<file path="config.mk">
export PLATFORM = sky130hd
export DESIGN_NAME = univ_register
export DESIGN_NICKNAME = d
export VERILOG_FILES = /design/src/rtl/univ_register.sv
export SDC_FILE = /design/constraint.sdc
export NUM_CORES = 1
export LEC_CHECK = 0
export ABC_AREA = 1
export CAP_MARGIN = 30
export CORE_ASPECT_RATIO = 1.4
export CORE_MARGIN = 2
export CORE_UTILIZATION = 51
export DETAILED_ROUTE_END_ITERATION = 10
export PLACE_DENSITY = 0.84
export SLEW_MARGIN = 20
export SYNTH_ARGS = -nofsm -noshare
export SYNTH_HDL_FRONTEND = slang
export SYNTH_SLANG_ARGS = --single-unit
</file>
<file path="constraint.sdc">
create_clock -name clk -period 4.7 [get_ports clk]
set_clock_uncertainty 0.2 [all_clocks]
set_input_delay 0.94 -clock clk [delete_from_list [all_inputs] [get_ports clk]]
set_output_delay 0.94 -clock clk [all_outputs]
set_load 0.02 [all_outputs]
</file>
<file path="src/rtl/univ_register.sv">
// Universal WIDTH-bit register: clear, load, inc/dec (wrap or saturate) and
// one-bit logical/arithmetic/rotate shifts, with registered carry and live zero flag.
module univ_register #(
  parameter int               WIDTH   = 8,
  parameter int               SAT     = 0,
  parameter logic [WIDTH-1:0] RST_VAL = '0
) (
  input  logic             clk,
  input  logic             rst_n,
  input  logic             cl,
  input  logic             ld,
  input  logic [WIDTH-1:0] in,
  input  logic             inc,
  input  logic             dec,
  input  logic             sr,
  input  logic             ir,
  input  logic             sl,
  input  logic             il,
  input  logic             rot,
  input  logic             asr,
  output logic [WIDTH-1:0] out,
  output logic             carry,
  output logic             zero
);

  logic [WIDTH-1:0] r_out;
  logic             r_carry;

  logic [WIDTH:0]   w_sum;
  logic [WIDTH:0]   w_diff;
  logic             w_sr_msb;
  logic             w_sl_lsb;
  logic [WIDTH-1:0] w_next;
  logic             w_next_c;

  // Carry and borrow come from the extra bit of a WIDTH+1 wide operation.
  assign w_sum    = {1'b0, r_out} + {{WIDTH{1'b0}}, 1'b1};
  assign w_diff   = {1'b0, r_out} - {{WIDTH{1'b0}}, 1'b1};

  assign w_sr_msb = rot ? r_out[0] : (asr ? r_out[WIDTH-1] : ir);
  assign w_sl_lsb = rot ? r_out[WIDTH-1] : il;

  always_comb begin
    w_next   = r_out;
    w_next_c = r_carry;
    if (cl) begin
      w_next   = '0;
      w_next_c = 1'b0;
    end else if (ld) begin
      w_next   = in;
      w_next_c = 1'b0;
    end else if (inc) begin
      w_next_c = w_sum[WIDTH];
      w_next   = (w_sum[WIDTH] && (SAT != 0)) ? r_out : w_sum[WIDTH-1:0];
    end else if (dec) begin
      w_next_c = w_diff[WIDTH];
      w_next   = (w_diff[WIDTH] && (SAT != 0)) ? r_out : w_diff[WIDTH-1:0];
    end else if (sr) begin
      w_next   = {w_sr_msb, r_out[WIDTH-1:1]};
      w_next_c = r_out[0];
    end else if (sl) begin
      w_next   = {r_out[WIDTH-2:0], w_sl_lsb};
      w_next_c = r_out[WIDTH-1];
    end
  end

  always_ff @(posedge clk) begin
    if (!rst_n) begin
      r_out   <= RST_VAL;
      r_carry <= 1'b0;
    end else begin
      r_out   <= w_next;
      r_carry <= w_next_c;
    end
  end

  assign out   = r_out;
  assign carry = r_carry;
  assign zero  = (r_out == '0);

endmodule
</file>
Yosys cells after proc, flatten, opt, wreduce, memory -nomap -nowiden

Cells that the tools add are included.

Equal/unequal tests: 1
Bitwise gates (word level): 1
$lt $le $gt $ge: 0
$mul: 0
Muxes and demuxes: 12
Divide/modulo/power cells: 0
Reductions and logical operators: 6
$add $sub $neg: 2
Shifts and indexed selects: 0

Operators by type and width:

| kind                  | count |
|---|---|
| $mux W8               | 5 |
| $add A8 B1 Y9 const B | 1 |
| $sub A8 B1 Y9 const B | 1 |
| $logic_not A8 Y1      | 1 |
| $mux W1               | 7 |
| $ne A6 B6 Y1 const B  | 1 |
| $reduce_bool A5 Y1    | 1 |
| $reduce_bool A4 Y1    | 1 |
| $reduce_or A3 Y1      | 1 |
| $reduce_and A2 Y1     | 1 |
| $reduce_or A2 Y1      | 1 |
| $not A1 Y1            | 1 |

Bits in latches: 0
Word-level logic and storage cells: 25
Memories kept: 0
Input port bits: 20
Bits in writable memories: 0
Flip-flop bits (word level): 9
ROM bits: 0
Output and inout bits: 10

Depth between registers and ports, before layout

Gate-level depths: netlist of run 1.

Depth after elaboration: 6
Mapped depth: 11
Mapped depth without buffers: 11

Worst setup path after synthesis of run 1

OpenSTA, ideal clock, no wires.

Path kind: register to output
From: register r_out[4], in the netlist out[4]
To: output zero
Path buffers: 1
Required time: 3.560 ns
Data arrival time: 1.107 ns
Stages on the path, launching flop included: 6
Slack: 2.453 ns
Cells stage by stage: dfxtp_1 > buf_4 > inv_2 > nand2_1 > nor3_1 > and3_1

Word-level cells in the longest chain between the ends: 1

RTL lines:

| element                | line | text |
|---|---|---|
| from (decl)            | 26   | `logic [WIDTH-1:0] r_out;` |
| from (signal assigned) | 72   | `r_out <= w_next;` |
| $logic_not A8 Y1       | 79   | `assign zero = (r_out == '0);` |
| to (decl)              | 23   | `output logic zero` |

Every way passes these cells.

Worst setup path after layout of run 1

Same ends and word-level chain as after synthesis.

==> results of run 1 <==
[critical path: cells and delay by family, from the launching register on]
| kind | cells | cell delay (ns) |
|---|---|---|
| buffers and inverters | 2 | 0.72 |
| AND/OR/NAND/NOR | 3 | 0.50 |
| flip-flops | 1 | 0.44 |
[per-layer routing]
layer / vias to the layer above / track usage, %
met3: 8 / 6.542
met4: 0 / 7.143
li1: 653 / -
met2: 65 / 48.05
met1: 600 / 30.80
met5: - / 0
[layout make-up]
cell class	count	area, um^2	share of cell area (%)
Multi-Input combinational cell	139	726.9	53.80
Inverter	25	101.3	7.500
Timing Repair Buffer	29	290.3	21.48
Clock buffer	4	26.28	1.944
Sequential cell	9	180.2	13.33
Tap cell	21	26.28	1.944
[registers in the layout, indices dropped and copies added, names as in the netlist]
register and flops:
out 8, carry 1
[worst paths after layout]
kind	start	cells after the start	slack (ns)	to
max	out[4]$_SDFFE_PP0P_	5	1.64	zero
min	out[7]$_SDFFE_PP0P_	2	0.44	out[7]$_SDFFE_PP0P_
max reg2reg	out[1]$_SDFFE_PP0P_	9	2.79	out[6]$_SDFFE_PP0P_
min reg2reg	out[7]$_SDFFE_PP0P_	2	0.44	out[7]$_SDFFE_PP0P_
[stage by stage]
| stage | hold WS (ns) | utilization, % |
|---|---|---|
| 6_report | 0.4353 | 68.48 |
| 5_1_grt | 0.4633 | 68.48 |
| 3_5_place_dp | 0.4239 | 67.15 |
| 3_3_place_gp | 0.4036 | 67.15 |
| 2_1_floorplan | 0.4646 | - |
| 4_1_cts | 0.4354 | 68.48 |
[cell families after synthesis]
logic type / share of synthesized area [%]
compound gates: 27.19
simple gates: 34.66
flops: 16.80
fa+ha+maj: 3.501
xor+xnor: 2.451
buf+inv: 15.40
[cells in the mapped netlist, types with 2 or more instances]
| cell type | instances |
|---|---|
| nand2_1 | 48 |
| o21ai_0 | 18 |
| inv_1 | 17 |
| nor2_1 | 16 |
| a21oi_1 | 13 |
| dfxtp_1 | 9 |
| nand3_1 | 8 |
| buf_2 | 6 |
| inv_2 | 6 |
| a31oi_1 | 5 |
| o21ai_1 | 4 |
| buf_4 | 3 |
| ha_1 | 3 |
| nor2_4 | 3 |
| xor2_1 | 3 |
| nand3_2 | 2 |
| nand4_1 | 2 |
| o211ai_1 | 2 |
[cell usage in the layout, fill, tap and decap left out, drive strengths merged, types with 3 or more instances in the layout]
cell type | netlist | routed
clkdlybuf4s50 | 0 | 29
nand2 | 48 | 48
nand3 | 10 | 10
xor2 | 3 | 3
nor2 | 20 | 20
ha | 3 | 3
inv | 25 | 25
clkbuf | 0 | 4
a31oi | 5 | 5
o211ai | 3 | 3
o21ai | 23 | 23
a21oi | 14 | 14
dfxtp | 9 | 9
[power by group through the flow]
stage	clock, mW	combinational, mW	sequential (mW)
final	0.0590	0.103	0.0899
after global routing	0.0658	0.114	0.0905
after CTS	0.0614	0.102	0.0894
after detailed placement	0	0.102	0.0912
after global placement	0	0.0994	0.0909
after floorplan	0	0.0654	0.0892
==> summary.md, run 1 <==
| Metric | Value |
|---|---|
| DIE AREA | `2490 um^2` |
| Type of the worst min-delay path | `reg -> reg` |
| Starting density of the core | `54.34%` |
| Ant diodes | `0` |
| Fmax achieved | `326.4 MHz` |
| Detail-routed via count per cell | `just under 6` |
| Synthesis-stage register bit count | `9` |
| Fin crit share | `65.19%` |
| All-Layer GR Usage | `about a quarter` |
| Net Sw Frac | `a little under two fifths` |
| Post-route setup slack | `1.636 ns` |
| Worst path required time | `~3.6 ns` |
| Worst Setup Start Kind | `flip-flop` |
| Power Density | `186.6 nW/um^2` |
| Clock sinks | `9` |
| Global route overflow | `0` |
| Final Instance Area | `1351 um^2` |
| Root Driver | `clkbuf_4` |
| Arr. time, crit path | `around 1.9 ns` |
| Metal2 WL | `1.618 mm` |
| DR WL/cell | `between 10 and 15 um` |
| Max layer used | `met4` |
| Post-synth EDFFs | `0` |
| Port Buffer Count | `29` |
| Drt pass-1 iters | `4` |
| Placed Cells incl. Taps | `223` |
| Share of total power in combinational logic | `41.0%` |
| Maxcap violations | `0` |
| Least-Margin Pin Slew | `0.4621 ns` |
| Die X | `42.75 um` |
| Layout area overhead | `26.02%` |
| Net Sw Power | `around 93 uW` |
| Crit path max fanout | `10` |
| Slowest stage cell, crit path | `clkdlybuf4s50_1` |
| Cells after Synth | `183` |
| Aggregate routed wire length | `3.105 mm` |
| Placed cell area | `approximately 1300 um^2` |
| Final setup viols | `0` |
| Sequential element share of the synthesized area | `16.80%` |
| Wire length on met3 | `240 um` |
| Post-CTS Setup Inserts | `0` |
| Seq pwr share | `35.6%` |
| P_leak | `0.5885 nW` |
| DR iter-0 viols | `between 50 and 60` |
| Die Ht | `58.26 um` |
| Largest net degree at the start of global routing | `15` |
| Mapped Area | `approximately 1100 um^2` |
| Layout Cells excl Fill | `227` |
| Overall power | `252.1 uW` |
| I/O pin total | `30` |
| Clk pwr share | `23.4%` |
| Yosys top cell by area | `dfxtp_1` |
| Final setup TNS | `0 ns` |
| Pre-CTS setup slack | `1.929 ns` |
| Hold_buf cts | `0` |
| Syn avg cell area | `5.859 um^2` |
| Internal power | `158.7 uW` |
| Initial antenna violation count | `0` |
| Final ANT Viol Nets | `0` |
| Final estimated routing congestion in global placement | `0.9533` |
| CP Cell Sequence | `inv_2, nand2_1, nor3_1, and3_1, clkdlybuf4s50_1` |
| Vias | `1326` |
| Rel. slew slack | `69.10%` |
| DP Wirelength | `2.420 mm` |
| Post-layout minimum cycle time | `3.064 ns` |
| Filler cells | `191` |
| Htree depth | `1` |
| Number of global-route vias before repair | `1213` |
| Net count after synthesis | `206` |
| Max Root-Sink Buffers | `2` |
| Area contributors post-synth | `dfxtp_1 17%, nand2_1 17%, o21ai_0 8.4%` |
| Reg clk slew, reported paths | `0.06 ns` |
| Status | `finished clean` |
| Total CTS buffers | `3` |
| First-pass GRT wire length | `approximately 5.1 mm` |
| Cell variety after synth | `33` |
| Max Slew Vio Count | `0` |
| CTS resizes | `0` |
| Setup repair after global routing missed its margin | `false` |
| Crit path kind | `reg -> out` |
| Ys async rst share | `0%` |
| CP peak stage delay | `0.59 ns` |
| Worst-skew pair later-pin latency | `roughly 0.26 ns` |
| Yosys warning count | `0` |
| Rows | `19` |
| Layout cell share with drive strength beyond 1 | `10.19%` |
| DRC viols | `0` |
| Core ar. | `1973 um^2` |
| Setup crit end kind | `output port` |
| CTS tree | `yes` |
| Synth Flop Type | `dfxtp_1` |
| Post-synth top area share | `16.80%` |
| Final Hold Viols | `0` |
| M1 WL | `1.185 mm` |
| Final net count | `230` |
| Peak supply drop | `0.2538 mV` |
(Power assumes the default switching activity.)
==> run 2: changes to the inputs <==
--- a/config.mk
+++ b/config.mk
@@ -9,9 +9,9 @@
 export CAP_MARGIN = 30
 export CORE_ASPECT_RATIO = 1.4
 export CORE_MARGIN = 2
-export CORE_UTILIZATION = 51
+export CORE_UTILIZATION = 48
 export DETAILED_ROUTE_END_ITERATION = 10
-export PLACE_DENSITY = 0.84
+export PLACE_DENSITY = 0.8
 export SLEW_MARGIN = 20
 export SYNTH_ARGS = -nofsm -noshare
 export SYNTH_HDL_FRONTEND = slang
==> constraint.sdc (replaced) <==
create_clock -name clk -period 3.2 [get_ports clk]
set_clock_uncertainty 0.2 [all_clocks]
set_input_delay 0.64 -clock clk [delete_from_list [all_inputs] [get_ports clk]]
set_output_delay 0.64 -clock clk [all_outputs]
set_load 0.02 [all_outputs]
==> summary.md, run 2 (synthesized netlist as in run 1, its figures left out) <==
| Metric | Value |
|---|---|
| Number of global-route vias before repair | `1249 (+3.0%)` |
| DRC viols | `0 (unchanged)` |
| Die Ht | `59.93 um (+2.9%)` |
| Status | `finished clean` |
| Arr. time, crit path | `1.95 ns (+0.03 ns)` |
| Final hold slack | `0.4306 ns (-0.004711 ns)` |
| Share of total power in combinational logic | `40.7% (-0.3 points)` |
| Type of the worst min-delay path | `reg -> reg` |
| Drt pass-1 iters | `4 (unchanged)` |
| Post-CTS Setup Inserts | `0 (unchanged)` |
| Seq pwr share | `33.4% (-2.2 points)` |
| Least-Margin Pin Slew | `0.5034 ns (+0.04137 ns)` |
| Largest net degree at the start of global routing | `15 (unchanged)` |
| CTS tree | `yes` |
| Detail-routed via count per cell | `5.787 (-0.93%)` |
| Fmax achieved | `357.9 MHz` |
| Vias | `1331 (+0.38%)` |
| R2R Path Start | `out[0]$_SDFFE_PP0P_` |
| Fin crit share | `between 80 and 90%` |
| Internal power | `235.1 uW (+48%)` |
| Final Instance Area | `1368 um^2 (+1.2%)` |
| Root Driver | `clkbuf_4` |
| Crit path max fanout | `10 (unchanged)` |
| Most frequent cells in the layout | `48 x nand2_1, 29 x clkdlybuf4s50_1, 18 x o21ai_0` |
| Rel. slew slack | `66.33% (-2.8 points)` |
| Net Sw Frac | `38.97% (+1.9 points)` |
| Setup crit end kind | `output port` |
| Ant diodes | `0 (unchanged)` |
| Worst hold path cell count | `3 (+1)` |
| P_leak | `0.5992 nW (+1.8%)` |
| Final net count | `232 (+0.87%)` |
| CTS resizes | `0 (unchanged)` |
| Worst path required time | `2.36 ns (-1.20 ns)` |
| Final Hold Viols | `0 (unchanged)` |
| Setup repair after global routing missed its margin | `false` |
| Maxcap violations | `0 (unchanged)` |
| Total CTS buffers | `3 (unchanged)` |
| Crit path kind | `reg -> out` |
| Power Density | `281.7 nW/um^2 (+51%)` |
| Peak supply drop | `0.1983 mV (-22%)` |
| Clk pwr share | `25.9% (+2.5 points)` |
| Net Sw Power | `150.1 uW (+61%)` |
| DR WL/cell | `14.07 um (+2.9%)` |
| Starting density of the core | `49.83% (-4.5 points)` |
| Port Buffer Count | `29 (unchanged)` |
| Max reg flops | `8 (unchanged)` |
| Overall power | `385.2 uW (+53%)` |
| DIE AREA | `2633 um^2 (+5.7%)` |
| Max Slew Vio Count | `0 (unchanged)` |
| Final setup TNS | `0 ns (unchanged)` |
| Die X | `43.95 um (+2.8%)` |
| Global route overflow | `0 (unchanged)` |
| I/O pin total | `30 (unchanged)` |
| Clock sinks | `9 (unchanged)` |
| Hold_buf cts | `0 (unchanged)` |
| Reg2reg end | `out[6]$_SDFFE_PP0P_` |
| Worst Setup Start Kind | `flip-flop` |
| Post-layout minimum cycle time | `about 2.8 ns` |
| Min-Delay Endpoint | `carry$_SDFFE_PP0P_` |
| Layout cell share with drive strength beyond 1 | `11.06% (+0.86 points)` |
| Placed cell area | `1341 um^2 (+1.2%)` |
| Layout area overhead | `27.54%` |
| First-pass GRT wire length | `5.181 mm (+1.3%)` |
| Final ANT Viol Nets | `0 (unchanged)` |
| Worst-skew pair later-pin latency | `0.29 ns (+0.03 ns)` |
| Reg2Reg Depth | `9 (unchanged)` |
| Htree depth | `1 (unchanged)` |
| Reg2reg setup slack | `1.27 ns (-1.52 ns)` |
| Final setup viols | `0 (unchanged)` |
| All-Layer GR Usage | `26.63% (-0.050 points)` |
| Rows | `20 (+1)` |
| Commonest non-fill, non-tap cell in the layout | `nand2_1` |
| Aggregate routed wire length | `3.236 mm (+4.2%)` |
| DR iter-0 viols | `87 (+55%)` |
| Filler cells | `196 (+2.6%)` |
| Initial antenna violation count | `0 (unchanged)` |
| DP Wirelength | `2.416 mm (-0.17%)` |
| Final estimated routing congestion in global placement | `0.9631 (+1.0%)` |
| Hold wc startpoint | `out[6]$_SDFFE_PP0P_` |
| Core ar. | `2152 um^2 (+9.1%)` |
| Reg clk slew, reported paths | `0.08 ns (+0.02 ns)` |
| Max Root-Sink Buffers | `2 (unchanged)` |
[run 2: changes by cell type in the layout (fill, tap and decap cells not counted)]
cell   delta
buf_4     +2
[run 2: cell type report]
type	instances	area, um^2	share of cell area [%]
Clock buffer	4	26.28	1.921
Inverter	25	101.3	7.411
Multi-Input combinational cell	139	726.9	53.16
Sequential cell	9	180.2	13.17
Tap cell	22	27.53	2.013
Timing Repair Buffer	31	305.3	22.32
[run 2: routing by layer]
metal,part of all wire (%),vias to the layer above,global-route usage (%)
met2,50,105,45.59
met3,11,13,4.834
met4,2.8,0,16.45
met5,0,-,0
met1,36,560,29.83
li1,-,653,-
[run 2: worst max-delay path by stage]
stage                                   start             endpoint  slack [ns]  cells after the start
after floorplan           out[4]$_SDFFE_PP0P_                 zero        1.25                      5
after global placement    out[5]$_SDFFE_PP0P_                 zero        0.74                      5
after detailed placement                  inc  out[7]$_SDFFE_PP0P_        0.72                      7
after CTS                 out[5]$_SDFFE_PP0P_                 zero        0.44                      5
after global routing      out[5]$_SDFFE_PP0P_                 zero        0.29                      5
final                     out[4]$_SDFFE_PP0P_                 zero        0.41                      5
[run 2: critical path: stages, from the launching register on]
cell and delay (ns):
dfxtp_1 0.44, inv_2 0.13, nand2_1 0.09, nor3_1 0.22, and3_1 0.20, clkdlybuf4s50_1 0.60
[run 2: power groups by stage]
stage | Clock [mW] | Sequential (mW) | Combinational, mW
floorplan | 0 | 0.131 | 0.0961
global placement | 0 | 0.131 | 0.152
detailed placement | 0 | 0.131 | 0.154
CTS | 0.100 | 0.128 | 0.155
global route | 0.104 | 0.129 | 0.173
finish | 0.0999 | 0.129 | 0.157
[run 2: metrics by stage]
step           cells  utilization [%]  setup WS, ns
2_1_floorplan    183                -         1.253
3_3_place_gp     226            62.33        0.7363
3_5_place_dp     226            62.33        0.7175
4_1_cts          230            63.55        0.4397
5_1_grt          230            63.55        0.2930
6_report         230            63.55        0.4061
==> run 3: changes to the inputs <==
--- a/config.mk
+++ b/config.mk
@@ -11,6 +11,7 @@
 export CORE_MARGIN = 2
 export CORE_UTILIZATION = 48
 export DETAILED_ROUTE_END_ITERATION = 10
+export GPL_TIMING_DRIVEN = 0
 export PLACE_DENSITY = 0.8
 export SLEW_MARGIN = 20
 export SYNTH_ARGS = -nofsm -noshare
==> summary.md, run 3 (synthesized netlist as in run 1, its figures left out) <==
| Metric | Value |
|---|---|
| Worst-skew pair later-pin latency | `0.29 ns (about the same)` |
| Die X | `43.95 um (unchanged)` |
| Final setup viols | `0 (unchanged)` |
| Port Buffer Count | `26 (-10%)` |
| First-pass GRT wire length | `5.168 mm (-0.25%)` |
| DRC viols | `0 (unchanged)` |
| Final hold slack | `0.4405 ns (+0.009926 ns)` |
| Total CTS buffers | `3 (unchanged)` |
| Final estimated routing congestion in global placement | `0.9330 (-3.1%)` |
| Hold_buf cts | `0 (unchanged)` |
| Max Root-Sink Buffers | `2 (unchanged)` |
| Arr. time, crit path | `1.92 ns (-0.03 ns)` |
| Area occupied by registers | `180.2 um^2 (unchanged)` |
| Worst Setup Start Kind | `flip-flop` |
| Max reg flops | `8 (unchanged)` |
| Fmax achieved | `361.7 MHz (+1.0%)` |
| DP Wirelength | `2.357 mm (-2.4%)` |
| Setup repair after global routing missed its margin | `false` |
| Ant diodes | `0 (unchanged)` |
| Final net count | `237 (+2.2%)` |
| Multi-input gate area | `726.9 um^2 (unchanged)` |
| CTS tree | `yes` |
| Commonest non-fill, non-tap cell in the layout | `nand2_1` |
| Drt pass-1 iters | `4 (unchanged)` |
| Maxcap violations | `0 (unchanged)` |
| Overall power | `386.0 uW (+0.21%)` |
| Peak supply drop | `0.1873 mV (-5.5%)` |
| P_leak | `0.6234 nW (+4.1%)` |
| Initial antenna violation count | `0 (unchanged)` |
| Starting density of the core | `49.83% (unchanged)` |
| I/O pin total | `30 (unchanged)` |
| All-Layer GR Usage | `25.51% (-1.1 points)` |
| Fin crit share | `86.40% (-0.90 points)` |
| Die Ht | `59.93 um (unchanged)` |
| Final setup TNS | `0 ns (unchanged)` |
| Detail-routed via count per cell | `5.626 (-2.8%)` |
| Largest net degree at the start of global routing | `11 (-4)` |
| Global route overflow | `0 (unchanged)` |
| Number of global-route vias before repair | `1194 (-4.4%)` |
| Setup crit end kind | `output port` |
| DR WL/cell | `13.09 um (-7.0%)` |
| Clock sinks | `9 (unchanged)` |
| Status | `finished clean` |
| Final ANT Viol Nets | `0 (unchanged)` |
| Type of the worst min-delay path | `reg -> reg` |
| Least-Margin Pin Slew | `0.5569 ns (+0.05347 ns)` |
| Final Hold Viols | `0 (unchanged)` |
| Htree depth | `1 (unchanged)` |
| Rows | `20 (unchanged)` |
| DIE AREA | `2633 um^2 (unchanged)` |
| Most frequent cells in the layout | `48 x nand2_1, 26 x clkdlybuf4s50_1, 18 x o21ai_0` |
| CTS resizes | `0 (unchanged)` |
| Rel. slew slack | `62.74% (-3.6 points)` |
| Crit path kind | `reg -> out` |
| Layout area overhead | `29.29%` |
| Layout cell share with drive strength beyond 1 | `14.55% (+3.5 points)` |
| Post-layout minimum cycle time | `2.765 ns (-0.02895 ns)` |
| Reg clk slew, reported paths | `0.08 ns (about the same)` |
| Crit path max fanout | `7 (-3)` |
| Aggregate routed wire length | `3.076 mm (-4.9%)` |
| Final Core Density | `64.42% (+0.87 points)` |
| Root Driver | `clkbuf_4` |
| Core ar. | `2152 um^2 (unchanged)` |
| DR iter-0 viols | `39 (-55%)` |
| Vias | `1322 (-0.68%)` |
| Power Density | `278.5 nW/um^2 (-1.1%)` |
| Max Slew Vio Count | `0 (unchanged)` |
| Filler cells | `207 (+5.6%)` |
| Post-CTS Setup Inserts | `0 (unchanged)` |
| Worst path required time | `2.36 ns (about the same)` |
-- run 3: per-stage QoR --
step                      cells  setup WS, ns  cell area [um^2]
after floorplan             183         1.253              1072
after CTS                   235        0.4552              1386
after detailed placement    231        0.7521              1360
final                       235        0.4351              1386
after global placement      231        0.7467              1360
after global routing        235        0.3486              1386
-- run 3: power breakdown --
group	leakage, nW	switching (mW)	internal (mW)	total (mW)
Clock	0.0150	0.0533	0.0484	0.102
Combinational	0.535	0.0908	0.0704	0.161
Sequential	0.0736	0.00577	0.117	0.123
-- run 3: final timing paths --
check                      start                  end  slack [ns]  cells past startpoint
max          out[5]$_SDFFE_PP0P_                 zero        0.44                      5
min reg2reg   carry$_SDFFE_PP0P_   carry$_SDFFE_PP0P_        0.44                      3
min           carry$_SDFFE_PP0P_   carry$_SDFFE_PP0P_        0.44                      3
max reg2reg  out[0]$_SDFFE_PP0P_  out[6]$_SDFFE_PP0P_        1.31                      9
-- run 3: area by class of cell --
type,count,area share [%]
sequential,9,13.00
timing repair buffer,26,18.77
inverter,25,7.310
buffer,10,4.603
multi-input combinational,139,52.44
clock buffer,4,1.895
tap,22,1.986
-- run 3: worst max-delay path: stages (launching register included) --
cell	delay, ns
dfxtp_1	0.38
inv_1	0.16
nand2_1	0.12
nor3_1	0.20
and3_1	0.19
clkdlybuf4s50_1	0.60
-- run 3: layer usage --
metal  global-route usage (%)  wire length (um)  vias to the layer above
met1                    31.02              1244                      598
met4                    7.792                49                        0
li1                         -                 -                      666
met3                    1.813               175                        9
met5                        0                 0                        -
met2                    46.64              1607                       49
